[config.mk]
export PLATFORM = sky130hd
export DESIGN_NAME = ongoru_denetleyici_flat
export DESIGN_NICKNAME = d
export VERILOG_FILES = /design/src/rtl/ongoru_pkg.sv /design/src/rtl/ongoru_denetleyici_if.sv /design/src/rtl/ongoru_kuyruk.sv /design/src/rtl/ongoru_denetleyici.sv /design/src/flat_wrapper.sv
export SDC_FILE = /design/constraint.sdc
export NUM_CORES = 1
export LEC_CHECK = 0
export ABC_AREA = 1
export ABC_CLOCK_PERIOD_IN_PS = 15500
export CAP_MARGIN = 10
export CORE_ASPECT_RATIO = 1.25
export CORE_UTILIZATION = 40
export CTS_CLUSTER_SIZE = 28
export DETAILED_ROUTE_END_ITERATION = 8
export GPL_TIMING_DRIVEN = 0
export PLACE_DENSITY = 0.68
export SETUP_SLACK_MARGIN = 0.5
export SLEW_MARGIN = 20
export SYNTH_ARGS = -nofsm -noshare
export SYNTH_HDL_FRONTEND = slang
export SYNTH_SLANG_ARGS = --single-unit
[constraint.sdc]
create_clock -name clk -period 15.5 [get_ports clk]
set_input_delay 1.55 -clock clk [delete_from_list [all_inputs] [get_ports clk]]
set_output_delay 1.55 -clock clk [all_outputs]
set_load 0.02 [all_outputs]
[src/rtl/ongoru_pkg.sv]
// Shared types and default widths for the branch-prediction sequencing controller.
package ongoru_pkg;

  localparam int PC_LEN   = 32;
  localparam int INST_LEN = 32;

  // One in-flight branch record: fetched PC, instruction word and the
  // prediction that was made for it at fetch time.
  typedef struct packed {
    logic [PC_LEN-1:0]   ps;
    logic [INST_LEN-1:0] buyruk;
    logic                tahmin_dallan;
    logic [PC_LEN-1:0]   tahmin_ps;
  } girdi_t;

  // CALIS: normal operation. BOSALT: single recovery cycle after a flush.
  typedef enum logic {
    CALIS  = 1'b0,
    BOSALT = 1'b1
  } durum_t;

endpackage

[src/rtl/ongoru_denetleyici_if.sv]
// Fetch / execute / predictor-update signal bundle of the sequencing controller.
interface ongoru_denetleyici_if #(
  parameter int PC_LEN   = ongoru_pkg::PC_LEN,
  parameter int INST_LEN = ongoru_pkg::INST_LEN,
  parameter int CNT_W    = 16
);

  logic                getir_gecerli;
  logic [PC_LEN-1:0]   getir_ps;
  logic [INST_LEN-1:0] getir_buyruk;
  logic                ongoru_dallan;
  logic [PC_LEN-1:0]   ongoru_dallan_ps;
  logic                getir_hazir;

  logic                yurut_gecerli;
  logic [PC_LEN-1:0]   yurut_ps;
  logic                yurut_dallan;
  logic [PC_LEN-1:0]   yurut_dallan_ps;

  logic                guncelle_gecerli;
  logic [PC_LEN-1:0]   guncelle_ps;
  logic [INST_LEN-1:0] guncelle_buyruk;
  logic                guncelle_dallan;
  logic [PC_LEN-1:0]   guncelle_dallan_ps;

  logic                bosalt;
  logic [PC_LEN-1:0]   yonlendir_ps;
  logic [CNT_W-1:0]    toplam_sayac;
  logic [CNT_W-1:0]    hata_sayac;
  logic                sira_hata;

  // Controller side
  modport slave (
    input  getir_gecerli, getir_ps, getir_buyruk, ongoru_dallan, ongoru_dallan_ps,
    input  yurut_gecerli, yurut_ps, yurut_dallan, yurut_dallan_ps,
    output getir_hazir,
    output guncelle_gecerli, guncelle_ps, guncelle_buyruk, guncelle_dallan, guncelle_dallan_ps,
    output bosalt, yonlendir_ps, toplam_sayac, hata_sayac, sira_hata
  );

  // Pipeline / environment side
  modport master (
    output getir_gecerli, getir_ps, getir_buyruk, ongoru_dallan, ongoru_dallan_ps,
    output yurut_gecerli, yurut_ps, yurut_dallan, yurut_dallan_ps,
    input  getir_hazir,
    input  guncelle_gecerli, guncelle_ps, guncelle_buyruk, guncelle_dallan, guncelle_dallan_ps,
    input  bosalt, yonlendir_ps, toplam_sayac, hata_sayac, sira_hata
  );

endinterface

[src/rtl/ongoru_kuyruk.sv]
// Synchronous FIFO with push/pop/clear; clear wins over push and pop.
module ongoru_kuyruk #(
  parameter int W     = 8,
  parameter int DEPTH = 4
) (
  input  logic                     clk,
  input  logic                     rstn,
  input  logic                     push,
  input  logic                     pop,
  input  logic                     clear,
  input  logic [W-1:0]             din,
  output logic [W-1:0]             dout,
  output logic                     full,
  output logic                     empty,
  output logic [$clog2(DEPTH):0]   count
);

  localparam int AW = $clog2(DEPTH);
  localparam logic [AW:0] DOLU_ADET = DEPTH[AW:0];

  logic [W-1:0]  mem [DEPTH];
  logic [AW-1:0] bas;
  logic [AW-1:0] son;
  logic [AW:0]   adet;
  logic          yaz;
  logic          oku;

  assign full  = (adet == DOLU_ADET);
  assign empty = (adet == '0);
  assign count = adet;
  assign dout  = mem[bas];
  assign yaz   = push && !full;
  assign oku   = pop && !empty;

  // Storage array; contents need no reset since occupancy gates every read.
  always_ff @(posedge clk) begin
    if (yaz) mem[son] <= din;
  end

  // Pointers wrap naturally modulo DEPTH; occupancy tracks push/pop balance.
  always_ff @(posedge clk or negedge rstn) begin
    if (!rstn) begin
      bas  <= '0;
      son  <= '0;
      adet <= '0;
    end else if (clear) begin
      bas  <= '0;
      son  <= '0;
      adet <= '0;
    end else begin
      if (yaz) son <= son + 1'b1;
      if (oku) bas <= bas + 1'b1;
      case ({yaz, oku})
        2'b10:   adet <= adet + 1'b1;
        2'b01:   adet <= adet - 1'b1;
        default: adet <= adet;
      endcase
    end
  end

endmodule

[src/rtl/ongoru_denetleyici.sv]
// Branch sequencing controller: in-order in-flight branch tracking, resolution
// check, predictor update strobe, flush/redirect and accuracy counters.
module ongoru_denetleyici
  import ongoru_pkg::*;
#(
  parameter int PC_LEN   = ongoru_pkg::PC_LEN,
  parameter int INST_LEN = ongoru_pkg::INST_LEN,
  parameter int DEPTH    = 4,
  parameter int CNT_W    = 16
) (
  input logic               clk,
  input logic               rstn,
  ongoru_denetleyici_if.slave bus
);

  localparam int AW = $clog2(DEPTH);
  localparam int W  = 2 * PC_LEN + INST_LEN + 1;
  localparam logic [AW:0] DOLU_ADET = DEPTH[AW:0];

  typedef struct packed {
    logic [PC_LEN-1:0]   ps;
    logic [INST_LEN-1:0] buyruk;
    logic                tahmin_dallan;
    logic [PC_LEN-1:0]   tahmin_ps;
  } kayit_t;

  kayit_t      giris;
  kayit_t      bas;
  logic        dolu;
  logic        bos;
  logic [AW:0] adet;

  durum_t durum;
  durum_t durum_sonraki;

  logic hazir;
  logic itme;
  logic cekme;
  logic temizle;
  logic cozum_gecerli;
  logic cozum_gecersiz;
  logic yanlis;
  logic [PC_LEN-1:0] dogru_ps;

  logic                guncelle_gecerli;
  logic [PC_LEN-1:0]   guncelle_ps;
  logic [INST_LEN-1:0] guncelle_buyruk;
  logic                guncelle_dallan;
  logic [PC_LEN-1:0]   guncelle_dallan_ps;
  logic                bosalt;
  logic [PC_LEN-1:0]   yonlendir_ps;
  logic [CNT_W-1:0]    toplam;
  logic [CNT_W-1:0]    hata;
  logic                sira_hata;

  assign giris.ps            = bus.getir_ps;
  assign giris.buyruk        = bus.getir_buyruk;
  assign giris.tahmin_dallan = bus.ongoru_dallan;
  assign giris.tahmin_ps     = bus.ongoru_dallan_ps;

  ongoru_kuyruk #(
    .W     (W),
    .DEPTH (DEPTH)
  ) u_kuyruk (
    .clk   (clk),
    .rstn  (rstn),
    .push  (itme),
    .pop   (cekme),
    .clear (temizle),
    .din   (giris),
    .dout  (bas),
    .full  (dolu),
    .empty (bos),
    .count (adet)
  );

  assign dogru_ps = bus.yurut_dallan ? bus.yurut_dallan_ps : bus.yurut_ps + PC_LEN'(4);

  // State register.
  always_ff @(posedge clk or negedge rstn) begin
    if (!rstn) durum <= CALIS;
    else       durum <= durum_sonraki;
  end

  // Next state, acceptance and resolution decode; execute inputs are ignored in BOSALT.
  always_comb begin
    durum_sonraki  = durum;
    hazir          = 1'b0;
    itme           = 1'b0;
    cekme          = 1'b0;
    temizle        = 1'b0;
    cozum_gecerli  = 1'b0;
    cozum_gecersiz = 1'b0;
    yanlis         = 1'b0;
    case (durum)
      CALIS: begin
        hazir = (adet < DOLU_ADET);
        itme  = bus.getir_gecerli && hazir;
        if (bus.yurut_gecerli) begin
          if (!bos && (bus.yurut_ps == bas.ps)) begin
            cozum_gecerli = 1'b1;
            cekme         = 1'b1;
            yanlis        = (bus.yurut_dallan != bas.tahmin_dallan) ||
                            (bus.yurut_dallan && (bus.yurut_dallan_ps != bas.tahmin_ps));
            if (yanlis) begin
              temizle       = 1'b1;
              durum_sonraki = BOSALT;
            end
          end else begin
            cozum_gecersiz = 1'b1;
          end
        end
      end
      BOSALT:  durum_sonraki = CALIS;
      default: durum_sonraki = CALIS;
    endcase
  end

  // Predictor update register: one-cycle strobe, payload held between updates.
  always_ff @(posedge clk or negedge rstn) begin
    if (!rstn) begin
      guncelle_gecerli   <= 1'b0;
      guncelle_ps        <= '0;
      guncelle_buyruk    <= '0;
      guncelle_dallan    <= 1'b0;
      guncelle_dallan_ps <= '0;
    end else begin
      guncelle_gecerli <= cozum_gecerli;
      if (cozum_gecerli) begin
        guncelle_ps        <= bus.yurut_ps;
        guncelle_buyruk    <= bas.buyruk;
        guncelle_dallan    <= bus.yurut_dallan;
        guncelle_dallan_ps <= bus.yurut_dallan_ps;
      end
    end
  end

  // Flush pulse and redirect target.
  always_ff @(posedge clk or negedge rstn) begin
    if (!rstn) begin
      bosalt       <= 1'b0;
      yonlendir_ps <= '0;
    end else begin
      bosalt <= yanlis;
      if (yanlis) yonlendir_ps <= dogru_ps;
    end
  end

  // Saturating resolved / mispredicted counters.
  always_ff @(posedge clk or negedge rstn) begin
    if (!rstn) begin
      toplam <= '0;
      hata   <= '0;
    end else begin
      if (cozum_gecerli && (toplam != '1)) toplam <= toplam + 1'b1;
      if (yanlis && (hata != '1))          hata   <= hata + 1'b1;
    end
  end

  // Sticky ordering error, cleared only by reset.
  always_ff @(posedge clk or negedge rstn) begin
    if (!rstn)               sira_hata <= 1'b0;
    else if (cozum_gecersiz) sira_hata <= 1'b1;
  end

  assert property (@(posedge clk) disable iff (!rstn) dolu == (adet == DOLU_ADET));

  assign bus.getir_hazir        = hazir;
  assign bus.guncelle_gecerli   = guncelle_gecerli;
  assign bus.guncelle_ps        = guncelle_ps;
  assign bus.guncelle_buyruk    = guncelle_buyruk;
  assign bus.guncelle_dallan    = guncelle_dallan;
  assign bus.guncelle_dallan_ps = guncelle_dallan_ps;
  assign bus.bosalt             = bosalt;
  assign bus.yonlendir_ps       = yonlendir_ps;
  assign bus.toplam_sayac       = toplam;
  assign bus.hata_sayac         = hata;
  assign bus.sira_hata          = sira_hata;

endmodule

[src/flat_wrapper.sv]
// flat-port wrapper written by rule: the top's interface ports become plain ports
module ongoru_denetleyici_flat import ongoru_pkg::*;
#(
  parameter int PC_LEN   = ongoru_pkg::PC_LEN,
  parameter int INST_LEN = ongoru_pkg::INST_LEN,
  parameter int DEPTH    = 4,
  parameter int CNT_W    = 16
)
  (clk, rstn, bus_getir_gecerli, bus_getir_ps, bus_getir_buyruk, bus_ongoru_dallan, bus_ongoru_dallan_ps, bus_yurut_gecerli, bus_yurut_ps, bus_yurut_dallan, bus_yurut_dallan_ps, bus_getir_hazir, bus_guncelle_gecerli, bus_guncelle_ps, bus_guncelle_buyruk, bus_guncelle_dallan, bus_guncelle_dallan_ps, bus_bosalt, bus_yonlendir_ps, bus_toplam_sayac, bus_hata_sayac, bus_sira_hata);
  ongoru_denetleyici_if #(.PC_LEN(PC_LEN), .INST_LEN(INST_LEN), .CNT_W(CNT_W)) bus_i ();
  input logic clk;
  input logic rstn;
  input wire logic [$bits(bus_i.getir_gecerli)-1:0] bus_getir_gecerli;
  input wire logic [$bits(bus_i.getir_ps)-1:0] bus_getir_ps;
  input wire logic [$bits(bus_i.getir_buyruk)-1:0] bus_getir_buyruk;
  input wire logic [$bits(bus_i.ongoru_dallan)-1:0] bus_ongoru_dallan;
  input wire logic [$bits(bus_i.ongoru_dallan_ps)-1:0] bus_ongoru_dallan_ps;
  input wire logic [$bits(bus_i.yurut_gecerli)-1:0] bus_yurut_gecerli;
  input wire logic [$bits(bus_i.yurut_ps)-1:0] bus_yurut_ps;
  input wire logic [$bits(bus_i.yurut_dallan)-1:0] bus_yurut_dallan;
  input wire logic [$bits(bus_i.yurut_dallan_ps)-1:0] bus_yurut_dallan_ps;
  output wire logic [$bits(bus_i.getir_hazir)-1:0] bus_getir_hazir;
  output wire logic [$bits(bus_i.guncelle_gecerli)-1:0] bus_guncelle_gecerli;
  output wire logic [$bits(bus_i.guncelle_ps)-1:0] bus_guncelle_ps;
  output wire logic [$bits(bus_i.guncelle_buyruk)-1:0] bus_guncelle_buyruk;
  output wire logic [$bits(bus_i.guncelle_dallan)-1:0] bus_guncelle_dallan;
  output wire logic [$bits(bus_i.guncelle_dallan_ps)-1:0] bus_guncelle_dallan_ps;
  output wire logic [$bits(bus_i.bosalt)-1:0] bus_bosalt;
  output wire logic [$bits(bus_i.yonlendir_ps)-1:0] bus_yonlendir_ps;
  output wire logic [$bits(bus_i.toplam_sayac)-1:0] bus_toplam_sayac;
  output wire logic [$bits(bus_i.hata_sayac)-1:0] bus_hata_sayac;
  output wire logic [$bits(bus_i.sira_hata)-1:0] bus_sira_hata;
  assign bus_i.getir_gecerli = bus_getir_gecerli;
  assign bus_i.getir_ps = bus_getir_ps;
  assign bus_i.getir_buyruk = bus_getir_buyruk;
  assign bus_i.ongoru_dallan = bus_ongoru_dallan;
  assign bus_i.ongoru_dallan_ps = bus_ongoru_dallan_ps;
  assign bus_i.yurut_gecerli = bus_yurut_gecerli;
  assign bus_i.yurut_ps = bus_yurut_ps;
  assign bus_i.yurut_dallan = bus_yurut_dallan;
  assign bus_i.yurut_dallan_ps = bus_yurut_dallan_ps;
  assign bus_getir_hazir = bus_i.getir_hazir;
  assign bus_guncelle_gecerli = bus_i.guncelle_gecerli;
  assign bus_guncelle_ps = bus_i.guncelle_ps;
  assign bus_guncelle_buyruk = bus_i.guncelle_buyruk;
  assign bus_guncelle_dallan = bus_i.guncelle_dallan;
  assign bus_guncelle_dallan_ps = bus_i.guncelle_dallan_ps;
  assign bus_bosalt = bus_i.bosalt;
  assign bus_yonlendir_ps = bus_i.yonlendir_ps;
  assign bus_toplam_sayac = bus_i.toplam_sayac;
  assign bus_hata_sayac = bus_i.hata_sayac;
  assign bus_sira_hata = bus_i.sira_hata;
  ongoru_denetleyici #(.PC_LEN(PC_LEN), .INST_LEN(INST_LEN), .DEPTH(DEPTH), .CNT_W(CNT_W)) u_core (.clk(clk), .rstn(rstn), .bus(bus_i));
endmodule
Word-level counts from Yosys, hierarchy flattened
Memory sizes are Yosys's and may differ from the RTL's.
Index checks and enable logic that the tools add are counted.
- logic and storage cells: 71
- memories: 1
- bits in writable memories: 388
- register bits: 172
- output and inout bits: 165
- input bits: 166
- add/subtract/negate cells: 7
- reduce and logical (&&, ||, !) cells: 14
- muxes and demuxes: 25
- eq/ne operators: 8
- $lt $le $gt $ge: 1
- bitwise gates (word level): 1
- memories (memory ; depth ; width ; read ports ; clocked after memory_dff ; write ports ; line ; source):
    u_core.u_kuyruk.mem ; 4 ; 97 ; 1 ; 0 ; 1 ; ongoru_kuyruk.sv:21 ; logic [W-1:0] mem [DEPTH];
- operators with widths (kind ; number):
    $add A16 B1 Y16 const B ; 2
    $add A32 B3 Y32 const B ; 1
    $eq A32 B32 Y1 ; 1
    $mux W32 ; 1
    $ne A16 B16 Y1 const B ; 2
    $ne A32 B32 Y1 ; 1
    $mux W1 ; 17
    $mux W2 ; 4
    $logic_and A1 B1 Y1 ; 7
    $pmux W3 S2 ; 1
    $add A2 B1 Y2 const B ; 2
    $reduce_bool A2 Y1 ; 2
    $add A3 B1 Y3 const B ; 1
    $eq A3 B3 Y1 const B ; 1
    $logic_not A3 Y1 ; 1
    $lt A3 B3 Y1 const B ; 1
    $mux W3 ; 1
    $reduce_bool A3 Y1 ; 1
    $sub A3 B1 Y3 const B ; 1
    $eq A2 B1 Y1 const B ; 1
    $eq A2 B2 Y1 const B ; 1
    $logic_not A1 Y1 ; 2
    $pmux W1 S2 ; 1
    $logic_or A1 B1 Y1 ; 1
    other kinds (2) ; 2

Logic depth before layout (Yosys ltp)
- depth in word-level cells: 10
- mapped depth: 23
- mapped depth without buffers: 19

Modules after synthesis
Synthesis repeated with hierarchy kept, for this count alone.
- cell total of the unflattened synthesis: 2198
- area total of the unflattened synthesis: 23613.9 µm²
- by module, submodules not included (module ; seq. area each (µm²) ; instances ; area an instance (µm²) ; cells each):
    ongoru_kuyruk ; 11826.3 ; 1 ; 14863.0 ; 1006
    ongoru_denetleyici ; 4103.9 ; 1 ; 8750.9 ; 1192

Worst setup path before layout
OpenSTA, ideal clock, no wires.
- path kind: input-to-reg
- from: input bus_getir_gecerli
- to: memory u_core.u_kuyruk.mem[0][0] (netlist name), enable pin
- slack: 9.151 ns
- data arrival time: 5.795 ns
- data required time: 14.946 ns
- path buffers: 0
- library setup time: 0.554 ns
- cell stages on the path: 2
- path through: nand2_1 > nor2_1
- word-level cells in the longest chain between the ends: 5
- RTL lines (element ; line ; source):
    start: declaration ; flat_wrapper.sv:13 ; input wire logic [$bits(bus_i.getir_gecerli)-1:0] bus_getir_gecerli;
    $logic_and A1 B1 Y1 ; ongoru_denetleyici.sv:98 ; itme = bus.getir_gecerli && hazir;
    $mux W1 ; ongoru_denetleyici.sv:95 ; case (durum)
    $logic_and A1 B1 Y1 ; ongoru_kuyruk.sv:32 ; assign yaz = push && !full;
    $mux W1 ; ongoru_kuyruk.sv:37 ; if (yaz) mem[son] <= din;
    $mux W1 (not written as such) ; ongoru_kuyruk.sv:37 ;
    end: declaration ; ongoru_kuyruk.sv:21 ;
No other way between the ends.

Final worst setup path
- from: input bus_yurut_ps[2]
- to: register u_core.u_kuyruk.adet[2], in the netlist u_core.u_kuyruk.count[2]
- word-level cells in the longest chain between the ends: 9
- elaborated cells on any way between the ends: 14
- classes of those cells: 3 x eq/ne; 8 x mux; 3 x reduce/logical
- RTL lines (element ; line ; source):
    start: declaration ; flat_wrapper.sv:19 ; input wire logic [$bits(bus_i.yurut_ps)-1:0] bus_yurut_ps;
    $eq A32 B32 Y1 * ; ongoru_denetleyici.sv:100 ; if (!bos && (bus.yurut_ps == bas.ps)) begin
    $logic_and A1 B1 Y1 * ; ongoru_denetleyici.sv:100 ;
    $mux W1 ; ongoru_denetleyici.sv:100 ;
    $mux W1 ; ongoru_denetleyici.sv:99 ; if (bus.yurut_gecerli) begin
    $mux W1 ; ongoru_denetleyici.sv:95 ;
    $logic_and A1 B1 Y1 ; ongoru_kuyruk.sv:33 ; assign oku = pop && !empty;
    $eq A2 B1 Y1 / $eq A2 B2 Y1 (equally long branches) ; ongoru_kuyruk.sv:53 ; case ({yaz, oku})
    $pmux W3 S2 ; ongoru_kuyruk.sv:53 ;
    $mux W3 ; ongoru_kuyruk.sv:46 ; end else if (clear) begin
    end signal: assignment ; ongoru_kuyruk.sv:54 ; 2'b10: adet <= adet + 1'b1;
    end signal: assignment ; ongoru_kuyruk.sv:55 ; 2'b01: adet <= adet - 1'b1;
    end signal: assignment ; ongoru_kuyruk.sv:56 ; default: adet <= adet;
    end: declaration ; ongoru_kuyruk.sv:24 ; logic [AW:0] adet;
Every way passes the cells marked *; elsewhere a longest branch is shown, timed or not.
A chain may end at the register's enable or synchronous reset.

==> impl_metrics.yaml <==
outcome:
  status: "finished, final reports clean"
timing:
  fin_crit_sh: 0.320
  finalHoldViolCount: 0
  fin_skew_ns: 0.0292
  final-setup-viol-count: 0
  fin_setup_tns_ns: 0
  max_slew_margin: 0.438
  worst_pin_slew_ns: 0.843
  rsz0062_at_grt: "false"
  fmax_ghz: 0.201
  maxSlewViolCount: 0
  finalCriticalPeriod_ns: 4.96
final_layout:
  fillers: 5217
  area_growth_pct: 28.0
  layout-drive-gt1-share: 0.0623
  nets: 2923
  fin_cells: 3564
  final_common_cell: "nand2_1"
  final_cell_mix: "nand2_1 (793), edfxtp_1 (388), clkdlybuf4s50_1 (326)"
clock_network:
  cts-resized-gates: 0
  cts_setup_buffers: 0
  cts_root_buf: "clkbuf_16"
  max-clock-path-buffers: 3
  clock_latency_ns: 0.64
  cts_tree: "built"
  numCtsBuffers: 55
  cts-htree-levels: 2
  cts_sinks: 559
  path_clk_slew_ns: 0.06
  hold_buffers: 0
placed_design:
  place_inst: 3456
  place_congestion: 0.967
  port_buffers: 327
  hpwl_mm: 61.3
routing:
  ant_nets: 0
  num_vias: 19100
  dr.pass1.iters: 6
  viasPerCell: 5.37
  routed_wl_mm: 81.1
  wl_per_cell_um: 22.8
  drt_iter0_markers: 1721
  drc: 0
floorplanning:
  num_rows: 100
  coreArea_um2: 59400
  fp.dieW_um: 221
  initial_core_util: 0.404
  die_area_um2: 61000
  die_h_um: 276
  pin_count: 331
synthesis:
  synthSimpleGateAreaFrac: 0.213
  avgSynthCellArea_um2: 10.2
  ys_seq_area_frac: 0.664
  synth_cells: 2342
  synthAdderAreaFrac: 0.00500
  synth_cell_type_count: 36
  syn_nets: 2517
  yosysWarningCount: 0
  synth.mux.area_fraction: 0.000417
  synth_top_family_by_area: "simple AND/OR/NAND/NOR gates"
  synth_xor_area_frac: 0.0201
  synth_compound_area_frac: 0.0559
  syn-cell-area_um2: 24000
  yosys_register_bits: 559
critical_path:
  required_ns: 16.00
  start_kind: "primary input"
  endpoint_kind: "flop"
  worst-path-max-fanout: 10
  critPathArrivalTime_ns: 5.47
  path_class: "primary input to flop"
grt:
  grt_pass1_vias: 18800
  grt_start_max_net_pins: 71
  grt_pass1_wl_mm: 119
  grt_usage: 0.264
  grt_antenna_before_repair: 13
  overflow: 0
power:
  p_leak_nw: 12.5
  power_density_nw_per_um2: 119
  vdd_drop_max_mv: 0.108
worst_hold_path:
  hold_class: "flop to flop"
flow_run:
  maxCapViolCount: 0
## cells in the mapped netlist (all sizes together)
cell type	count	area [um^2]
buf	50	262
a31o	1	8.76
ha	8	100
a21oi	57	285
nand2	793	2980
nor2	131	502
clkinv	2	7.51
dfrtp	171	4280
xnor2	3	26.3
or2	5	31.3
xor2	52	455
edfxtp	388	11700
nor4	5	31.3
mux2i	1	10.0
and3	1	6.26
clkbuf	56	210
o22ai	1	6.26
a32o	32	320
o211ai	3	22.5
a22oi	1	7.51
nand4	36	225
inv	143	537
fa	1	20.0
a211oi	2	15.0
nand3	236	1190
o21ai	135	676
nor3	28	145
## registers in the layout, indices dropped and copies added (netlist names)
signal	cells
u_core.u_kuyruk.bas	2
u_core.bus.hata_sayac	16
u_core.bus.bosalt	1
u_core.bus.toplam_sayac	16
u_core.bus.yonlendir_ps	32
u_core.u_kuyruk.mem	388
u_core.u_kuyruk.count	3
u_core.bus.guncelle_ps	32
u_core.u_kuyruk.son	2
u_core.bus.guncelle_dallan	1
u_core.bus.guncelle_gecerli	1
u_core.bus.sira_hata	1
u_core.bus.guncelle_dallan_ps	32
u_core.bus.guncelle_buyruk	32
## where the power goes
group | leakage [nW] | internal [mW] | switching, mW
Combinational | 5.65 | 0.150 | 0.268
Clock | 0.956 | 0.820 | 0.594
Sequential | 5.86 | 1.78 | 0.0397
## layout make-up
cell class                 instances  area (um^2)  share of cell area
inverter                         145          544              0.0177
antenna                            4         10.0            0.000326
clock inverter                    30          377              0.0123
buffer                           106          472              0.0154
multi-input combinational       1532         7090               0.231
sequential                       559        15900               0.518
timing repair buffer             349         3780               0.123
clock buffer                      74         1570              0.0511
tap                              765          957              0.0312
## kinds of logic (layout without fill, tap and decap cells)
| kind of cell | after synthesis | after routing |
|---|---|---|
| and+or+nand+nor | 1235 | 1235 |
| other | 0 | 4 |
| buffers and inverters | 251 | 704 |
| AOI/OAI and AO/OA | 232 | 232 |
| xor gates and xnor gates | 55 | 55 |
| muxes | 1 | 1 |
| DFF | 559 | 559 |
| adders and majority gates | 9 | 9 |
## path summary, 6_finish.rpt
path | start | end | slack, ns | cells after the start
min in group asynchronous | rstn | u_core.bus.hata_sayac[3]$_DFFE_PN0P_ | 0.81 | 1
setup / recovery | bus_yurut_ps[2] | u_core.u_kuyruk.count[2]$_DFFE_PN0P_ | 10.54 | 18
hold / removal | u_core.bus.guncelle_dallan_ps[28]$_DFFE_PN0N_ | u_core.bus.guncelle_dallan_ps[28]$_DFFE_PN0N_ | 0.48 | 2
hold reg to reg | u_core.bus.guncelle_dallan_ps[28]$_DFFE_PN0N_ | u_core.bus.guncelle_dallan_ps[28]$_DFFE_PN0N_ | 0.48 | 2
setup reg to reg | u_core.u_kuyruk.bas[1]$_DFFE_PN0P_ | u_core.u_kuyruk.count[2]$_DFFE_PN0P_ | 11.06 | 20
max in group asynchronous | rstn | u_core.bus.guncelle_buyruk[6]$_DFFE_PN0N_ | 13.92 | 2
## critical path: stages
cell             delay, ns
clkdlybuf4s50_1       0.61
clkbuf_1              0.55
nand2_1               0.11
nand2_1               0.08
nor2_1                0.05
nand2_1               0.06
nor2_1                0.04
nand2_1               0.06
nor2_1                0.05
nand3_1               0.21
buf_2                 0.39
inv_1                 0.22
buf_2                 0.25
ha_1                  0.26
fa_1                  0.39
o21ai_0               0.31
xor2_1                0.19
nor2_1                0.06
## metal layers
metal	GRT usage	vias up	part of all wire	wire length (um)
met3	0.0589	201	0.080	6520
met4	0.129	18	0.052	4200
met2	0.454	854	0.49	39500
li1	-	8763	-	-
met5	0	-	0.0014	115
met1	0.314	9313	0.38	30800
## per-stage QoR
step           area, um^2  utilization  hold slack [ns]  power, mW  setup slack, ns
2_1_floorplan       24000            -            0.538       2.04             9.15
3_3_place_gp        28200        0.475            0.461       2.23             4.90
3_5_place_dp        28800        0.484            0.470       2.26            10.03
4_1_cts             30700        0.517            0.487       3.67            10.67
5_1_grt             30700        0.517            0.508       3.76            10.46
6_report            30700        0.517            0.482       3.65            10.54
No activity file was read; power rests on OpenSTA's default activity.
